--- src/rtl/line_draw_ctrl.sv ---
// Line command sequencer: loads endpoints into the external bresenham stepper
// and turns every stepped point into a clipped framebuffer write.
module line_draw_ctrl #(
    parameter int SCREEN_W = 320,
    parameter int SCREEN_H = 240,
    parameter int ADDR_W   = 17,
    parameter int COLOR_W  = 3,
    parameter int MAX_LEN  = 512
) (
    input  logic               clk,
    input  logic               rst,
    input  logic               cmd_valid,
    output logic               cmd_ready,
    input  logic [8:0]         cmd_x0,
    input  logic [7:0]         cmd_y0,
    input  logic [8:0]         cmd_x1,
    input  logic [7:0]         cmd_y1,
    input  logic [COLOR_W-1:0] cmd_color,
    input  logic               abort,
    output logic [8:0]         start_x,
    output logic [7:0]         start_y,
    output logic [8:0]         end_x,
    output logic [7:0]         end_y,
    output logic               set_new,
    output logic               draw_enable,
    input  logic               done,
    input  logic [8:0]         bx,
    input  logic [7:0]         by,
    output logic               fb_we,
    output logic [ADDR_W-1:0]  fb_addr,
    output logic [COLOR_W-1:0] fb_data,
    input  logic               fb_ready,
    output logic               busy,
    output logic [9:0]         line_len,
    output logic               wdog_err
);

    typedef enum logic [1:0] {
        S_IDLE = 2'd0,
        S_LOAD = 2'd1,
        S_INIT = 2'd2,
        S_DRAW = 2'd3
    } state_t;

    localparam logic [9:0]        X_LIM      = 10'(SCREEN_W);
    localparam logic [8:0]        Y_LIM      = 9'(SCREEN_H);
    localparam logic [9:0]        STEP_LIM   = 10'(MAX_LEN);
    localparam logic [ADDR_W-1:0] ROW_STRIDE = ADDR_W'(SCREEN_W);

    state_t             r_state;
    state_t             w_next;
    logic [8:0]         r_start_x;
    logic [7:0]         r_start_y;
    logic [8:0]         r_end_x;
    logic [7:0]         r_end_y;
    logic [COLOR_W-1:0] r_color;
    logic [9:0]         r_step;
    logic [9:0]         r_line_len;
    logic               r_wdog_err;
    logic [9:0]         w_step_inc;
    logic               w_vis;
    logic               w_adv;
    logic               w_accept;
    logic               w_wdog_hit;
    logic               w_set_new;
    logic               w_draw_en;
    logic               w_fb_we;

    // A clipped point never waits on the framebuffer, so it always advances.
    assign w_vis      = ({1'b0, bx} < X_LIM) && ({1'b0, by} < Y_LIM);
    assign w_adv      = ~w_vis | fb_ready;
    assign w_step_inc = r_step + 10'd1;
    assign w_wdog_hit = (w_step_inc == STEP_LIM) && ~done;
    assign w_accept   = (r_state == S_IDLE) && cmd_valid;

    // Next-state and strobe decode
    always_comb begin
        w_next    = r_state;
        w_set_new = 1'b0;
        w_draw_en = 1'b0;
        w_fb_we   = 1'b0;
        case (r_state)
            S_IDLE: begin
                if (cmd_valid) begin
                    w_next = S_LOAD;
                end else begin
                    w_next = S_IDLE;
                end
            end
            S_LOAD: begin
                if (abort) begin
                    w_next = S_IDLE;
                end else begin
                    w_next = S_INIT;
                end
            end
            S_INIT: begin
                if (abort) begin
                    w_next = S_IDLE;
                end else begin
                    w_next    = S_DRAW;
                    w_set_new = 1'b1;
                end
            end
            S_DRAW: begin
                if (abort) begin
                    w_next = S_IDLE;
                end else begin
                    w_fb_we = w_vis;
                    if (w_adv) begin
                        if (done || w_wdog_hit) begin
                            w_next = S_IDLE;
                        end else begin
                            w_next    = S_DRAW;
                            w_draw_en = 1'b1;
                        end
                    end else begin
                        w_next = S_DRAW;
                    end
                end
            end
            default: begin
                w_next = S_IDLE;
            end
        endcase
    end

    // State, command latches, step counter and status registers
    always_ff @(posedge clk) begin
        if (rst) begin
            r_state    <= S_IDLE;
            r_start_x  <= 9'd0;
            r_start_y  <= 8'd0;
            r_end_x    <= 9'd0;
            r_end_y    <= 8'd0;
            r_color    <= '0;
            r_step     <= 10'd0;
            r_line_len <= 10'd0;
            r_wdog_err <= 1'b0;
        end else begin
            r_state <= w_next;
            if (w_accept) begin
                r_start_x  <= cmd_x0;
                r_start_y  <= cmd_y0;
                r_end_x    <= cmd_x1;
                r_end_y    <= cmd_y1;
                r_color    <= cmd_color;
                r_wdog_err <= 1'b0;
            end
            if (r_state == S_INIT) begin
                r_step <= 10'd0;
            end else if ((r_state == S_DRAW) && !abort && w_adv) begin
                r_step <= w_step_inc;
                if (done) begin
                    r_line_len <= w_step_inc;
                end else if (w_wdog_hit) begin
                    r_wdog_err <= 1'b1;
                end
            end
        end
    end

    // Strobes are masked during reset so no write escapes in the reset cycle.
    assign set_new     = w_set_new & ~rst;
    assign draw_enable = w_draw_en & ~rst;
    assign fb_we       = w_fb_we & ~rst;
    assign fb_addr     = (ADDR_W'(by) * ROW_STRIDE) + ADDR_W'(bx);
    assign fb_data     = r_color;
    assign cmd_ready   = (r_state == S_IDLE);
    assign busy        = (r_state != S_IDLE);
    assign start_x     = r_start_x;
    assign start_y     = r_start_y;
    assign end_x       = r_end_x;
    assign end_y       = r_end_y;
    assign line_len    = r_line_len;
    assign wdog_err    = r_wdog_err;

endmodule

--- config.mk ---
export PLATFORM = sky130hd
export DESIGN_NAME = line_draw_ctrl
export DESIGN_NICKNAME = d
export VERILOG_FILES = /design/src/rtl/line_draw_ctrl.sv
export SDC_FILE = /design/constraint.sdc
export NUM_CORES = 1
export LEC_CHECK = 0
export ABC_AREA = 1
export CORE_MARGIN = 5
export CORE_UTILIZATION = 43
export DETAILED_ROUTE_END_ITERATION = 10
export GPL_TIMING_DRIVEN = 0
export PLACE_DENSITY_LB_ADDON = 0.08
export SLEW_MARGIN = 25
export SYNTH_ARGS = -nofsm -noshare
export SYNTH_HDL_FRONTEND = slang
export SYNTH_SLANG_ARGS = --single-unit
--- constraint.sdc ---
create_clock -name clk -period 4.7 [get_ports clk]
set_clock_uncertainty 0.05 [all_clocks]
set_input_delay 1.41 -clock clk [delete_from_list [all_inputs] [get_ports clk]]
set_output_delay 1.41 -clock clk [all_outputs]
set_load 0.03 [all_outputs]
==> results.md <==
- The run finished, with violations left.
- The final reports fail on setup timing.
- The arrival time of the worst setup path is 3.37 ns.
- Compared with the post-synthesis result, the final layout area differs by 62.1%.
- Once detail routing completed, the nets flagged for antenna violations numbered 0.
- The number of clock sinks is 60.
- In this run the tightest slew margin relative to its limit is 61.2%.
- 0 antenna diodes ended up in the layout.
- The number of global-route vias before repair was 3,116.
- Clock tree synthesis selected as its root buffer the cell sky130_fd_sc_hd__clkbuf_8.
- For this run, the register share of the synthesized area comes to 38.6%.
- The first-pass GRT wire length is 13,800 um.
- After synthesis, the cell types taking the most area are sky130_fd_sc_hd__dfxtp_1 39%, sky130_fd_sc_hd__inv_1 8.6%, sky130_fd_sc_hd__nand3_1 8.5%.
- The kind of end point of the critical path is an output port.
- In the synthesized netlist the dominant register cell turns out to be sky130_fd_sc_hd__dfxtp_1.
- The finished layout cell area is 5050 sq um.
- The required time of the worst setup path is 3.24 ns.
- For this design the ratio of total power to cell area is 310 nW/um^2.
- Before CTS, the worst setup slack after placement is -1.14 ns.
- The critical path's slowest cell is sky130_fd_sc_hd__fa_2.
- The average instance in the mapped netlist occupies 7.50 sq um.
- The share of flip-flops with an asynchronous set or reset is 0%.
- Entering global routing, the biggest net connects 11 pins.
- The number of pins with negative max-slew slack in the final report is 0.
- The total global routing overflow is 0.
- The source-to-sink clock delay at the later pin of the worst-skew pair is 0.33 ns.
- The violation count after the first detailed-route iteration is 60.
- The core region is 7140 sq um.
- The number of different library cells used by synthesis comes to 37.
- Cells with a size suffix above 1 make up 19.4% of the layout.
- Walking the worst path, the cells encountered are buf_8 > ha_4 > ha_4 > fa_2 > xor2_2 > nand2_2 > nor2_4 > nor3b_4 > nand2_2 > o21ai_4 > buf_6.
- The worst setup path category is primary input to output port.
- The critical path launch point type is a primary input.
- At the pin with the least slew margin, the transition time is 0.582 ns.
- Setup repair after global routing could not meet its margin everywhere.
- The number of I/O port buffers is 123.
- TritonCTS built the clock tree.
- Synthesis produced 415 cells.
- Using the TritonRoute via totals, the vias-per-cell ratio works out to 4.86.
- In this run, post-CTS hold repair placed 0 buffers.
- Summed over its instances, the top area cell type makes up 38.6% of the synthesized netlist area.
- Summing every instance area after synthesis gives 3110 sq um.
- Of all cell types, the one taking the most synthesized area is sky130_fd_sc_hd__dfxtp_1.
- Counting flops with a built-in enable in the synthesized netlist gives 0.
- The maximum ir drop on the vdd rail is 0.000218 V.
- The number of flip-flops and latches in the synthesized netlist is 60.
- After legalization and detailed placement, the total HPWL measured 6530 um.
- The total I/O pin count is 130.
- For the finished layout, the period the worst path requires is 4.83 ns.
- The total power after layout is 1560 uW.
- The initial antenna violation count is 0.
- The die covers 9040 sq um.
- The count of maximum capacitance violations is 0.
- Routability-driven placement finished with a final weighted congestion of 0.822.
- The leakage power is 0.00216 uW.
- The first TritonRoute pass finished after 4 iterations.
- The number of buffers added by the clock tree synthesis step is 9.
- Timing would allow up to 0.207 GHz.
- The DRC violation count after routing is 0.
- Measured on the finished design, the core utilization comes to 70.7%.
- From bottom edge to top edge, the die measures 95.1 um.
- The number of setup violations in the final report is 4.
- The cell area after placement is 4510 sq um.
- In the final routed layout, each cell accounts on average for 13.4 um.
- The count of final hold-check violations is 0.
- The number of nets produced by synthesis is 493.
- The CTS clock-pin slew for the worst setup and hold paths is 0.07 ns.
- The maximum level of the CTS H-tree is 3.
- Global routing used 19.3% of the available tracks across all layers.
- The worst setup slack after layout is -0.130 ns.
- The routed design has 8880 um of wire.
- Measured along the x axis, the die boundary spans 95.1 um.
- In the final design database the tool counted 635 nets.
- In this run the worst hold path is classified as flip-flop to flip-flop.
- Along the worst path, the maximum fanout reaches 3.
- Final hold analysis gives a worst-case slack of 0.421 ns.
- The synthesis warning total is 0.
- Of the available clock period, the critical path in the final layout requires 103%.
- The floorplan has 31 rows.
- The clock passes through at most 2 buffers.
- The effective utilization at floorplan is 43.6%.
- The total number of vias is 3,210.
- The delay contributed by the slowest stage of the critical path is 0.38 ns.
flip-flops by register name, indices dropped and copies added, names as in the netlist:
register / count
end_x: 9
end_y: 8
fb_data: 3
line_len: 10
r_state: 2
r_step: 10
start_x: 9
start_y: 8
wdog_err: 1
power breakdown:
group	internal (uW)	total (uW)	leakage (uW)	switching, uW
Sequential	533	546	0.000490	12.5
Combinational	214	479	0.00156	265
Clock	340	539	0.000119	199
Total	1090	1560	0.00216	477
logic make-up after synthesis:
| kind of cell | count (synthesis) | share of synthesized area (%) |
|---|---|---|
| simple gates | 146 | 22.9 |
| flops | 60 | 38.6 |
| xor+xnor | 13 | 3.90 |
| compound gates | 84 | 14.4 |
| buf+inv | 94 | 12.5 |
| fa+ha+maj | 18 | 7.71 |
worst max-delay path, delay by kind of cell:
family	cells	cell delay (ns)
AO/OA/AOI/OAI	1	0.13
buffers and inverters	2	0.24
adder cells (fa/ha/maj)	3	0.77
XOR/XNOR	1	0.17
AND/OR/NAND/NOR	4	0.64
cell usage in the layout, fill, tap and decap left out, types with 2 or more instances in the layout:
master and n:
sky130_fd_sc_hd__clkdlybuf4s50_1 101, sky130_fd_sc_hd__inv_1 69, sky130_fd_sc_hd__dfxtp_1 60, sky130_fd_sc_hd__nand3_1 50, sky130_fd_sc_hd__o21ai_0 45, sky130_fd_sc_hd__nand2_1 38
sky130_fd_sc_hd__nor2_1 23, sky130_fd_sc_hd__a21oi_1 16, sky130_fd_sc_hd__buf_4 13, sky130_fd_sc_hd__ha_4 12, sky130_fd_sc_hd__clkbuf_8 12, sky130_fd_sc_hd__o21ai_1 11
sky130_fd_sc_hd__nor2_2 9, sky130_fd_sc_hd__nand2_2 8, sky130_fd_sc_hd__clkbuf_1 8, sky130_fd_sc_hd__buf_6 8, sky130_fd_sc_hd__dlygate4sd2_1 7, sky130_fd_sc_hd__a21oi_2 6
sky130_fd_sc_hd__xor2_2 5, sky130_fd_sc_hd__nand4_1 5, sky130_fd_sc_hd__buf_2 5, sky130_fd_sc_hd__buf_1 4, sky130_fd_sc_hd__inv_2 3, sky130_fd_sc_hd__nand2_4 3
sky130_fd_sc_hd__xnor2_1 3, sky130_fd_sc_hd__xor2_1 3, sky130_fd_sc_hd__ha_1 3, sky130_fd_sc_hd__clkdlybuf4s15_2 3, sky130_fd_sc_hd__nand3_4 2, sky130_fd_sc_hd__nand3_2 2
sky130_fd_sc_hd__fa_2 2, sky130_fd_sc_hd__bufinv_16 2
worst paths after layout:
path                                          startpoint                        to  slack [ns]  depth (start not counted)
worst max-delay path                               by[3]               fb_addr[16]       -0.13                         11
worst min-delay path            line_len[4]$_SDFFE_PP0P_  line_len[4]$_SDFFE_PP0P_        0.42                          2
worst max register to register    r_step[0]$_SDFFE_PP0P_     r_state[1]$_SDFF_PP0_        2.99                         12
worst min register to register  line_len[4]$_SDFFE_PP0P_  line_len[4]$_SDFFE_PP0P_        0.42                          2
final cells by class:
type	instances	area (sq um)
inverters	73	277
clock inverters	3	68.8
plain buffers	21	114
multi-input cells	261	1820
clock buffers	12	165
fillers	583	2090
well taps	99	124
repair buffers	131	1280
flip-flops and latches	60	1200
metrics by stage:
stage,std cells,setup TNS (ns)
finish,660,-0.390
detailed placement,637,-7.33
floorplan,415,0
global placement,637,-7.13
global route,660,-0.799
CTS,657,-0.195
synthesized netlist by cell type, types with 7 or more instances:
cell and count:
sky130_fd_sc_hd__inv_1 71, sky130_fd_sc_hd__dfxtp_1 60, sky130_fd_sc_hd__nand3_1 53, sky130_fd_sc_hd__o21ai_0 46, sky130_fd_sc_hd__nand2_1 42, sky130_fd_sc_hd__nor2_1 24, sky130_fd_sc_hd__a21oi_1 18, sky130_fd_sc_hd__ha_1 16
sky130_fd_sc_hd__o21ai_1 11, sky130_fd_sc_hd__clkbuf_1 8, sky130_fd_sc_hd__nor2_2 8, sky130_fd_sc_hd__xor2_1 8, sky130_fd_sc_hd__buf_4 7
what timing repair did:
action,4_1_cts,5_1_grt
setup buffers,5,4
endpoints found under the hold margin,0,0
endpoints found under the setup margin,13,7
pin swaps,18,10
resized for setup,96,22
layer usage:
metal  global-route usage, %  up-vias  part of all wire [%]
met5                       0        -                     0
met4                    5.89        0                   1.7
met3                    6.87       14                   7.7
met2                    33.6      109                    49
met1                    22.1     1468                    42
li1                        -     1619                     -
Note: power is estimated with default switching activity, not from simulation.
